$ cat src/rtl/cpu_pkg.sv
// Shared CPU definitions: default widths and the operand-forwarding source select.
package cpu_pkg;

  localparam int CPU_XLEN   = 32;
  localparam int CPU_NREG   = 32;
  localparam int CPU_AW     = 5;
  localparam int CPU_CTRL_W = 24;
  localparam int CPU_CNT_W  = 32;

  typedef enum logic [2:0] {
    FWD_ZERO,
    FWD_EX,
    FWD_MEM,
    FWD_WB,
    FWD_RF
  } fwd_sel_e;

  // Youngest producer wins; x0 beats everything so it can never be forwarded into.
  function automatic fwd_sel_e fwd_pick(input logic is_zero, input logic ex_hit,
                                        input logic mem_hit, input logic wb_hit);
    if (is_zero)      return FWD_ZERO;
    else if (ex_hit)  return FWD_EX;
    else if (mem_hit) return FWD_MEM;
    else if (wb_hit)  return FWD_WB;
    else              return FWD_RF;
  endfunction

endpackage

$ cat src/rtl/id_operand_stage_if.sv
// Decoded-instruction input channel and ID->EX output channel of the operand stage.
interface id_operand_stage_if
  import cpu_pkg::*;
#(
  parameter int XLEN   = CPU_XLEN,
  parameter int AW     = CPU_AW,
  parameter int CTRL_W = CPU_CTRL_W
);
  logic              in_valid;
  logic              in_ready;
  logic [XLEN-1:0]   in_pc;
  logic [AW-1:0]     in_rs1;
  logic [AW-1:0]     in_rs2;
  logic              in_use_rs1;
  logic              in_use_rs2;
  logic [AW-1:0]     in_rd;
  logic [XLEN-1:0]   in_imm;
  logic [CTRL_W-1:0] in_ctrl;

  logic              out_valid;
  logic              out_ready;
  logic [XLEN-1:0]   out_pc;
  logic [XLEN-1:0]   out_imm;
  logic [XLEN-1:0]   out_rs1_data;
  logic [XLEN-1:0]   out_rs2_data;
  logic [AW-1:0]     out_rs1;
  logic [AW-1:0]     out_rs2;
  logic [AW-1:0]     out_rd;
  logic [CTRL_W-1:0] out_ctrl;

  modport master (
    output in_valid, in_pc, in_rs1, in_rs2, in_use_rs1, in_use_rs2, in_rd, in_imm, in_ctrl,
    output out_ready,
    input  in_ready,
    input  out_valid, out_pc, out_imm, out_rs1_data, out_rs2_data, out_rs1, out_rs2, out_rd, out_ctrl
  );

  modport slave (
    input  in_valid, in_pc, in_rs1, in_rs2, in_use_rs1, in_use_rs2, in_rd, in_imm, in_ctrl,
    input  out_ready,
    output in_ready,
    output out_valid, out_pc, out_imm, out_rs1_data, out_rs2_data, out_rs1, out_rs2, out_rd, out_ctrl
  );

endinterface

$ cat src/rtl/regfile_2r1w.sv
// Integer register file: two combinational read ports, one synchronous write port, x0 reads zero.
module regfile_2r1w
  import cpu_pkg::*;
#(
  parameter int XLEN    = CPU_XLEN,
  parameter int NUM_REG = CPU_NREG,
  parameter int AW      = CPU_AW
) (
  input  logic            clk,
  input  logic            rst_n,
  input  logic            we,
  input  logic [AW-1:0]   waddr,
  input  logic [XLEN-1:0] wdata,
  input  logic [AW-1:0]   raddr_a,
  output logic [XLEN-1:0] rdata_a,
  input  logic [AW-1:0]   raddr_b,
  output logic [XLEN-1:0] rdata_b
);

  logic [XLEN-1:0] regs_reg [NUM_REG];

  // Entry 0 is reset and never written, so it always reads back zero.
  always_ff @(posedge clk or negedge rst_n) begin
    if (!rst_n) begin
      for (int i = 0; i < NUM_REG; i++) begin
        regs_reg[i] <= '0;
      end
    end else if (we && (waddr != '0)) begin
      regs_reg[waddr] <= wdata;
    end
  end

  assign rdata_a = regs_reg[raddr_a];
  assign rdata_b = regs_reg[raddr_b];

endmodule

$ cat src/rtl/id_operand_stage.sv
// Decode/operand-fetch stage: register file, EX/MEM/WB forwarding, load-use stall and ID->EX register.
module id_operand_stage
  import cpu_pkg::*;
#(
  parameter int XLEN    = CPU_XLEN,
  parameter int NUM_REG = CPU_NREG,
  parameter int AW      = CPU_AW,
  parameter int CTRL_W  = CPU_CTRL_W,
  parameter int CNT_W   = CPU_CNT_W
) (
  input  logic              clk,
  input  logic              rst_n,
  id_operand_stage_if.slave bus,
  input  logic              flush,
  input  logic              ex_valid,
  input  logic              ex_regwrite,
  input  logic              ex_is_load,
  input  logic [AW-1:0]     ex_rd,
  input  logic [XLEN-1:0]   ex_data,
  input  logic              mem_valid,
  input  logic              mem_regwrite,
  input  logic [AW-1:0]     mem_rd,
  input  logic [XLEN-1:0]   mem_data,
  input  logic              wb_we,
  input  logic [AW-1:0]     wb_rd,
  input  logic [XLEN-1:0]   wb_data,
  output logic              hazard_stall,
  output logic [CNT_W-1:0]  stall_cnt
);

  logic [AW-1:0]   src_addr     [2];
  logic            src_use      [2];
  logic [XLEN-1:0] rf_data      [2];
  logic [XLEN-1:0] op_data      [2];
  logic            src_conflict [2];

  logic              out_valid_reg;
  logic [XLEN-1:0]   out_pc_reg;
  logic [XLEN-1:0]   out_imm_reg;
  logic [XLEN-1:0]   out_rs1_data_reg;
  logic [XLEN-1:0]   out_rs2_data_reg;
  logic [AW-1:0]     out_rs1_reg;
  logic [AW-1:0]     out_rs2_reg;
  logic [AW-1:0]     out_rd_reg;
  logic [CTRL_W-1:0] out_ctrl_reg;
  logic [CNT_W-1:0]  stall_cnt_reg;

  logic in_ready_int;
  logic accept;

  assign src_addr[0] = bus.in_rs1;
  assign src_addr[1] = bus.in_rs2;
  assign src_use[0]  = bus.in_use_rs1;
  assign src_use[1]  = bus.in_use_rs2;

  regfile_2r1w #(
    .XLEN    (XLEN),
    .NUM_REG (NUM_REG),
    .AW      (AW)
  ) u_regfile (
    .clk     (clk),
    .rst_n   (rst_n),
    .we      (wb_we),
    .waddr   (wb_rd),
    .wdata   (wb_data),
    .raddr_a (src_addr[0]),
    .rdata_a (rf_data[0]),
    .raddr_b (src_addr[1]),
    .rdata_b (rf_data[1])
  );

  generate
    for (genvar gi = 0; gi < 2; gi++) begin : g_src
      logic            ex_hit;
      logic            mem_hit;
      logic            wb_hit;
      fwd_sel_e        sel;
      logic [XLEN-1:0] sel_data;

      // A load in EX has no data yet; it is handled by the stall, not by forwarding.
      assign ex_hit  = ex_valid & ex_regwrite & ~ex_is_load & (ex_rd == src_addr[gi]);
      assign mem_hit = mem_valid & mem_regwrite & (mem_rd == src_addr[gi]);
      assign wb_hit  = wb_we & (wb_rd == src_addr[gi]);
      assign sel     = fwd_pick(src_addr[gi] == '0, ex_hit, mem_hit, wb_hit);

      always_comb begin
        sel_data = rf_data[gi];
        case (sel)
          FWD_ZERO: sel_data = '0;
          FWD_EX:   sel_data = ex_data;
          FWD_MEM:  sel_data = mem_data;
          FWD_WB:   sel_data = wb_data;
          default:  sel_data = rf_data[gi];
        endcase
      end

      assign op_data[gi]      = sel_data;
      assign src_conflict[gi] = src_use[gi] & (ex_rd == src_addr[gi]);
    end
  endgenerate

  assign hazard_stall = bus.in_valid & ex_valid & ex_is_load & ex_regwrite & (ex_rd != '0) &
                        (src_conflict[0] | src_conflict[1]);

  // Flush always consumes the incoming beat so decode can move on to the redirected stream.
  assign in_ready_int = flush | ((~out_valid_reg | bus.out_ready) & ~hazard_stall);
  assign accept       = bus.in_valid & in_ready_int;

  always_ff @(posedge clk or negedge rst_n) begin
    if (!rst_n) begin
      out_valid_reg    <= 1'b0;
      out_pc_reg       <= '0;
      out_imm_reg      <= '0;
      out_rs1_data_reg <= '0;
      out_rs2_data_reg <= '0;
      out_rs1_reg      <= '0;
      out_rs2_reg      <= '0;
      out_rd_reg       <= '0;
      out_ctrl_reg     <= '0;
    end else if (flush) begin
      out_valid_reg <= 1'b0;
    end else if (accept) begin
      out_valid_reg    <= 1'b1;
      out_pc_reg       <= bus.in_pc;
      out_imm_reg      <= bus.in_imm;
      out_rs1_data_reg <= op_data[0];
      out_rs2_data_reg <= op_data[1];
      out_rs1_reg      <= bus.in_rs1;
      out_rs2_reg      <= bus.in_rs2;
      out_rd_reg       <= bus.in_rd;
      out_ctrl_reg     <= bus.in_ctrl;
    end else if (bus.out_ready && out_valid_reg) begin
      out_valid_reg <= 1'b0;
    end
  end

  always_ff @(posedge clk or negedge rst_n) begin
    if (!rst_n) begin
      stall_cnt_reg <= '0;
    end else if (hazard_stall && !flush && (stall_cnt_reg != {CNT_W{1'b1}})) begin
      stall_cnt_reg <= stall_cnt_reg + 1'b1;
    end
  end

  assign bus.in_ready     = in_ready_int;
  assign bus.out_valid    = out_valid_reg;
  assign bus.out_pc       = out_pc_reg;
  assign bus.out_imm      = out_imm_reg;
  assign bus.out_rs1_data = out_rs1_data_reg;
  assign bus.out_rs2_data = out_rs2_data_reg;
  assign bus.out_rs1      = out_rs1_reg;
  assign bus.out_rs2      = out_rs2_reg;
  assign bus.out_rd       = out_rd_reg;
  assign bus.out_ctrl     = out_ctrl_reg;
  assign stall_cnt        = stall_cnt_reg;

endmodule

$ cat src/flat_wrapper.sv
// flat-port wrapper written by rule: the top's interface ports become plain ports
module id_operand_stage_flat import cpu_pkg::*;
#(
  parameter int XLEN    = CPU_XLEN,
  parameter int NUM_REG = CPU_NREG,
  parameter int AW      = CPU_AW,
  parameter int CTRL_W  = CPU_CTRL_W,
  parameter int CNT_W   = CPU_CNT_W
)
  (clk, rst_n, flush, ex_valid, ex_regwrite, ex_is_load, ex_rd, ex_data, mem_valid, mem_regwrite, mem_rd, mem_data, wb_we, wb_rd, wb_data, hazard_stall, stall_cnt, bus_in_valid, bus_in_pc, bus_in_rs1, bus_in_rs2, bus_in_use_rs1, bus_in_use_rs2, bus_in_rd, bus_in_imm, bus_in_ctrl, bus_out_ready, bus_in_ready, bus_out_valid, bus_out_pc, bus_out_imm, bus_out_rs1_data, bus_out_rs2_data, bus_out_rs1, bus_out_rs2, bus_out_rd, bus_out_ctrl);
  id_operand_stage_if #(.XLEN(XLEN), .AW(AW), .CTRL_W(CTRL_W)) bus_i ();
  input  logic clk;
  input  logic rst_n;
  input  logic flush;
  input  logic ex_valid;
  input  logic ex_regwrite;
  input  logic ex_is_load;
  input  logic [AW-1:0] ex_rd;
  input  logic [XLEN-1:0] ex_data;
  input  logic mem_valid;
  input  logic mem_regwrite;
  input  logic [AW-1:0] mem_rd;
  input  logic [XLEN-1:0] mem_data;
  input  logic wb_we;
  input  logic [AW-1:0] wb_rd;
  input  logic [XLEN-1:0] wb_data;
  output logic hazard_stall;
  output logic [CNT_W-1:0] stall_cnt;
  input wire logic [$bits(bus_i.in_valid)-1:0] bus_in_valid;
  input wire logic [$bits(bus_i.in_pc)-1:0] bus_in_pc;
  input wire logic [$bits(bus_i.in_rs1)-1:0] bus_in_rs1;
  input wire logic [$bits(bus_i.in_rs2)-1:0] bus_in_rs2;
  input wire logic [$bits(bus_i.in_use_rs1)-1:0] bus_in_use_rs1;
  input wire logic [$bits(bus_i.in_use_rs2)-1:0] bus_in_use_rs2;
  input wire logic [$bits(bus_i.in_rd)-1:0] bus_in_rd;
  input wire logic [$bits(bus_i.in_imm)-1:0] bus_in_imm;
  input wire logic [$bits(bus_i.in_ctrl)-1:0] bus_in_ctrl;
  input wire logic [$bits(bus_i.out_ready)-1:0] bus_out_ready;
  output wire logic [$bits(bus_i.in_ready)-1:0] bus_in_ready;
  output wire logic [$bits(bus_i.out_valid)-1:0] bus_out_valid;
  output wire logic [$bits(bus_i.out_pc)-1:0] bus_out_pc;
  output wire logic [$bits(bus_i.out_imm)-1:0] bus_out_imm;
  output wire logic [$bits(bus_i.out_rs1_data)-1:0] bus_out_rs1_data;
  output wire logic [$bits(bus_i.out_rs2_data)-1:0] bus_out_rs2_data;
  output wire logic [$bits(bus_i.out_rs1)-1:0] bus_out_rs1;
  output wire logic [$bits(bus_i.out_rs2)-1:0] bus_out_rs2;
  output wire logic [$bits(bus_i.out_rd)-1:0] bus_out_rd;
  output wire logic [$bits(bus_i.out_ctrl)-1:0] bus_out_ctrl;
  assign bus_i.in_valid = bus_in_valid;
  assign bus_i.in_pc = bus_in_pc;
  assign bus_i.in_rs1 = bus_in_rs1;
  assign bus_i.in_rs2 = bus_in_rs2;
  assign bus_i.in_use_rs1 = bus_in_use_rs1;
  assign bus_i.in_use_rs2 = bus_in_use_rs2;
  assign bus_i.in_rd = bus_in_rd;
  assign bus_i.in_imm = bus_in_imm;
  assign bus_i.in_ctrl = bus_in_ctrl;
  assign bus_i.out_ready = bus_out_ready;
  assign bus_in_ready = bus_i.in_ready;
  assign bus_out_valid = bus_i.out_valid;
  assign bus_out_pc = bus_i.out_pc;
  assign bus_out_imm = bus_i.out_imm;
  assign bus_out_rs1_data = bus_i.out_rs1_data;
  assign bus_out_rs2_data = bus_i.out_rs2_data;
  assign bus_out_rs1 = bus_i.out_rs1;
  assign bus_out_rs2 = bus_i.out_rs2;
  assign bus_out_rd = bus_i.out_rd;
  assign bus_out_ctrl = bus_i.out_ctrl;
  id_operand_stage #(.XLEN(XLEN), .NUM_REG(NUM_REG), .AW(AW), .CTRL_W(CTRL_W), .CNT_W(CNT_W)) u_core (.clk(clk), .rst_n(rst_n), .bus(bus_i), .flush(flush), .ex_valid(ex_valid), .ex_regwrite(ex_regwrite), .ex_is_load(ex_is_load), .ex_rd(ex_rd), .ex_data(ex_data), .mem_valid(mem_valid), .mem_regwrite(mem_regwrite), .mem_rd(mem_rd), .mem_data(mem_data), .wb_we(wb_we), .wb_rd(wb_rd), .wb_data(wb_data), .hazard_stall(hazard_stall), .stall_cnt(stall_cnt));
endmodule
$ cat config.mk
export PLATFORM = sky130hd
export DESIGN_NAME = id_operand_stage_flat
export DESIGN_NICKNAME = d
export VERILOG_FILES = /design/src/rtl/cpu_pkg.sv /design/src/rtl/id_operand_stage_if.sv /design/src/rtl/regfile_2r1w.sv /design/src/rtl/id_operand_stage.sv /design/src/flat_wrapper.sv
export SDC_FILE = /design/constraint.sdc
export NUM_CORES = 2
export LEC_CHECK = 0
export CORE_MARGIN = 2
export CORE_UTILIZATION = 35
export CTS_CLUSTER_SIZE = 16
export DETAILED_ROUTE_END_ITERATION = 7
export PLACE_DENSITY_LB_ADDON = 0.3
export SYNTH_ARGS = -nofsm -noshare
export SYNTH_HDL_FRONTEND = slang
export SYNTH_SLANG_ARGS = --single-unit
$ cat constraint.sdc
create_clock -name clk -period 2.72 [get_ports clk]
set_clock_uncertainty 0.2 [all_clocks]
set_input_delay 0.408 -clock clk [delete_from_list [all_inputs] [get_ports clk]]
set_output_delay 0.408 -clock clk [all_outputs]
set_load 0.01 [all_outputs]
==> metrics.txt <==
Post-synth EDFFs 0; overall power 0.0550 W; largest net degree at the start of global routing 118; Post-Syn Area 65200 um2; Async S/R FF share, synth 100%; Layout Nets 6704; total CTS buffers 138; first-pass detailed-route iteration total 8; crit path cell chain clkdlybuf4s50_1, buf_12, xor2_1, nor2_1, a32o_2, nand2_2, inv_1, dlygate4sd2_1; clock-pin slew on the worst setup and hold paths 0.06 ns; # rows 158; first-pass GRT wire length 367 mm; crit path max-delay cell type clkdlybuf4s50_1; status completed; routability cong. between 0.9 and 1; critical path arrival 2.04 ns; cells after synthesis 5814; layout cells sized above 1 about 29%; Die ar. between 150000 and 200000 um2; total wire length between 200 and 250 mm; CTS root buffer clkbuf_16; register area share after synthesis 47.0%; Worst Path Required 2.11 ns; most common cell after layout, fill and taps aside dfrtp_1; H-tree levels 4; final hold vios 0; port bufs 428; Final setup viols 0; setup TNS 0 ns; clock period minus worst slack approximately 2.6 ns; PwrDens 661 nW/um2; yosys warns 0; Die Width about 440 um; post-synthesis mux area share between 30% and 40%; unrepaired setup endpoints after global routing false; critical path's largest stage delay a little over 0.5 ns; Max Slew Vio Count 0; Avg Synthesized Cell Area 11.2 um2; Synth cell types 47; Main synth FF type dfrtp_1; filler instances 17000; Lkg Pwr between 30 and 40 nW; crit-path max FO 9; io pins about 430; compound-cell area share of the yosys netlist 7.21%; Initial DRC Count about 4400; Final period util 97.2%; Adder-Cell Fraction of Synth Area 0.0192%; Core Region 185000 um2; xor/xnor share of the synthesized area less than 1%; CTS Buffer Depth 3; HPWL Detailed approximately 170 mm; DRT antenna net count 0; Seq. cell area 30600 um2; Max VDD drop 0.423 mV; Finished Cell Area 83300 um2; Multi-input gate area between 30000 and 40000 um2; Post-Place Cell Area 77800 um2; max reg flops 1024; maxcap violations 0; DIE HEIGHT approximately 440 um; per-cell routed wire length 27.6 um; CTS Sinks 1224; Slew @ Worst Pin 0.853 ns; CP startpoint bus_in_rs1[1]; crit path kind in2out; Vias/cell about 5.7; RR Startpoint u_core.stall_cnt[3]; antenna violations before repair 4; clk_lat worst skew 0.80 ns; syn_nets 6042; gr ovfl total 0; Place WS -0.754 ns; CTS tree yes; Max-slew headroom 42.7%; Post-Synth Simple-Gate Area 8.53%; worst hold path type in2reg; Area Overhead vs Synth 27.7%; min-delay src bus_in_pc[11]; startpoint types input pin; drt drc 0; Fmax achieved 378 MHz; Worst Slack Setup Final 0.0750 ns; vias in the first global route 52700; GRT Resource Usage Total 25.8%; commonest cells after routing, fill and taps aside dfrtp_1, mux2i_1, mux2_2, nand2_1, clkdlybuf4s50_1; Initial Utilization 35.2%; largest family of logic cells by synthesized area multiplexers; synthesis-stage register bit count between 1000 and 1500; Crit. End Element output port; DR vias 51700
## cell families (layout without fill, tap and decap cells)
family | Yosys count | after routing
DFF | 1224 | 1224
adders and majority gates | 1 | 1
AOI/OAI and AO/OA | 712 | 712
buffers and inverters | 579 | 1340
muxes | 2017 | 2017
and+or+nand+nor | 1220 | 1220
other | 0 | 4
xor gates and xnor gates | 61 | 61
## critical path, delay by kind of cell
family	cells	cell delay, ns
AO/OA/AOI/OAI	1	0.29
XOR/XNOR	1	0.15
buffers and inverters	4	0.98
AND/OR/NAND/NOR	2	0.19
## final timing paths
| path | end | depth (start not counted) | slack, ns |
|---|---|---|---|
| setup reg to reg | u_core.stall_cnt[26] | 6 | 0.25 |
| setup / recovery | hazard_stall | 8 | 0.08 |
| min in group asynchronous | u_core.bus.out_imm[29] | 3 | 0.16 |
| hold reg to reg | u_core.u_regfile.regs_reg[1014] | 0 | 0.20 |
| max in group asynchronous | u_core.u_regfile.regs_reg[572] | 3 | 1.46 |
| hold / removal | u_core.bus.out_pc[11] | 3 | 0.04 |
## where the power goes
part	total (W)	leakage, nW	switching [W]	internal, W
clock	0.0191	2.24	0.00792	0.0112
combinational	0.0118	20.4	0.00557	0.00627
sequential	0.0241	15.6	0.00258	0.0215
## routing by layer
layer	wire, um	up-vias	part of all wire [%]	track usage [%]
met5	0	-	0	0
met4	12300	0	4.9	11.6
met3	15400	511	6.1	4.39
met2	118000	2060	47	42.4
met1	104000	26800	42	33.1
li1	-	22400	-	-
## per-stage QoR
| step | instances | hold WS, ns | utilization (%) |
|---|---|---|---|
| final | 9059 | 0.0444 | 45.0 |
| after global routing | 9057 | 0.0349 | 45.0 |
| after CTS | 9054 | 0.00937 | 45.0 |
| after detailed placement | 8725 | 0.138 | 42.0 |
| after global placement | 8725 | 0.138 | 42.0 |
| after floorplan | 5814 | -0.0876 | - |
## synth_stat cells, drive strengths merged (7+ instances only)
| library cell | number | share of area [%] |
|---|---|---|
| dfrtp | 1224 | 47 |
| mux2i | 1024 | 16 |
| mux2 | 993 | 17 |
| nand2 | 600 | 3.5 |
| clkbuf | 392 | 2.3 |
| nand3 | 369 | 2.8 |
| a22oi | 352 | 4.1 |
| a21oi | 225 | 1.7 |
| buf | 184 | 1.3 |
| nor2 | 90 | 0.52 |
| nand4 | 74 | 0.71 |
| xor2 | 50 | 0.67 |
| o21ai | 34 | 0.26 |
| a21o | 33 | 0.38 |
| a221oi | 32 | 0.43 |
| a31oi | 32 | 0.31 |
| nor3 | 17 | 0.16 |
| nor4 | 16 | 0.26 |
| xnor2 | 11 | 0.15 |
| and3 | 8 | 0.077 |
| nor3b | 7 | 0.081 |
## timing repair
| action | CTS | global route |
|---|---|---|
| buffers inserted | 3 | 1 |
| endpoints found under the setup margin | 2 | 2 |
| hold endpoints to repair | 933 | 0 |
| resized for setup | 20 | 3 |
| gates cloned | 0 | 0 |
| pin swaps | 4 | 1 |
| hold buffers | 87 | 0 |
## layout make-up
cell class | count | share of cell area (%)
clock buffer | 199 | 4.84
antenna | 4 | 0.0120
multi-input combinational | 4011 | 39.2
sequential | 1224 | 36.8
inverter | 3 | 0.0135
timing repair buffer | 1098 | 14.9
tap | 2480 | 3.73
clock inverter | 40 | 0.610
Power figures use the tool's default switching activity.
==> RTL edit (same flow settings) <==
Change the package constant `CPU_CTRL_W` from 24 to 48.
--- a/src/rtl/cpu_pkg.sv
+++ b/src/rtl/cpu_pkg.sv
@@ -5,5 +5,5 @@
   localparam int CPU_NREG   = 32;
   localparam int CPU_AW     = 5;
-  localparam int CPU_CTRL_W = 24;
+  localparam int CPU_CTRL_W = 48;
   localparam int CPU_CNT_W  = 32;
 
Ports: changed (resized bus_in_ctrl and bus_out_ctrl); port bits go from 429 to 477. The function was not compared with the original's and may differ.
==> RTL edit against the original RTL <==
- design area is 0.49% lower
- final cell count is 17% lower
- sequential cell count is 24 higher
- total power is 5.5% higher
- synthesized area is 1.8% lower
- non-clock buffer count is 71 higher
- maximum frequency is 0.43% lower
- wire length is 10% lower
- combinational power is 8% higher
- register-to-register slack worse by 0.04 ns
- count of clock-buffer cells in the layout is 10 higher
- worst setup slack worse by 0.011 ns
- critical endpoint is now u_core.bus.out_rs1_data[12]
- largest cell class is now registers
==> RTL edit: results (changes against the original RTL) <==
| Metric | Value |
|---|---|
| Outcome | finished, final reports clean |
| Worst setup endpoint | u_core.bus.out_rs1_data[12] |
| Hold Crit Endpoint | u_core.bus.out_imm[23] |
| Vias in the first global route | 45500 (-14%) |
| Highest routed layer | met5 |
| Met3 WL | 13.7 mm (-11%) |
| N_diodes | 8 (+4) |
| Met2 routed WL | 108 mm (-8.5%) |
| Setup slack at placement | -1.18 ns (-0.422 ns) |
| Largest cells by area after synthesis | dfrtp_1 49%, mux4_2 21%, mux2_2 19%, clkbuf_1 1.7%, mux2i_1 1.2% |
| Hold Crit Depth | 2 (-1) |
| Reg2reg path depth | 10 (+4) |
| Worst VDD drop | 581 uV (+37%) |
| Synth Area in XOR/XNOR | 0.835% (+0.015 points) |
| Nets@finish | 5321 (-21%) |
| GRT Total Usage | 24.0% (-1.8 points) |
| # fillers | 15900 (-6.3%) |
| TritonCTS buffer count | 144 (+4.3%) |
| Pre-antenna DRT Iters | 7 (-1) |
| DR WL/cell | 29.7 microns (+7.5%) |
| Sequential share of the synthesized area | 48.8% (+1.8 points) |
| Share of cells above drive strength 1 | 49.8% (+21 points) |
| Post-synthesis adder-cell area fraction | 0.0195% (+0.00036 points) |
| Nonclk buf count | 1169 (+6.5%) |
| TAP cells | 2370 (-4.4%) |
| Syn Nets | 4459 (-26%) |
| Hold Path Origin | bus_in_imm[23] |
| Compound-cell area share of the yosys netlist | 3.17% (-4.0 points) |
| Post_cts resized | 14 (-30%) |
| DRT iter0 DRCs | 3732 (-16%) |
| Slew headroom | 35.9% (-6.8 points) |
| Quantity of I/O buffers inserted on ports | 476 (+11%) |
## RTL edit: cell types whose count changed after synthesis, moves of 39 or more
cell | unedited run | this run
a22oi_1 | 352 | 1
o22ai_1 | 0 | 67
mux4_2 | 0 | 595
clkbuf_1 | 392 | 287
a21oi_1 | 225 | 33
nor2_1 | 90 | 129
nand3_1 | 369 | 31
mux2i_1 | 1024 | 74
nand4_1 | 74 | 13
mux2_2 | 993 | 1104
nand2_1 | 600 | 76
o21ai_0 | 33 | 91
## RTL edit: stage by stage
stage / setup TNS (ns) / hold slack, ns / instances / total power, mW / utilization, %
global placement: -161.16 / 0.177 / 7179 / 36.9 / 42.3
global route: -0.0222 / 0.0243 / 7562 / 60.4 / 45.8
CTS: 0 / 0.00186 / 7554 / 58.4 / 45.7
floorplan: 0 / -0.0876 / 4207 / 31.7 / -
finish: 0 / 0.0420 / 7562 / 58.1 / 45.8
detailed placement: -158.87 / 0.182 / 7179 / 37.3 / 42.3
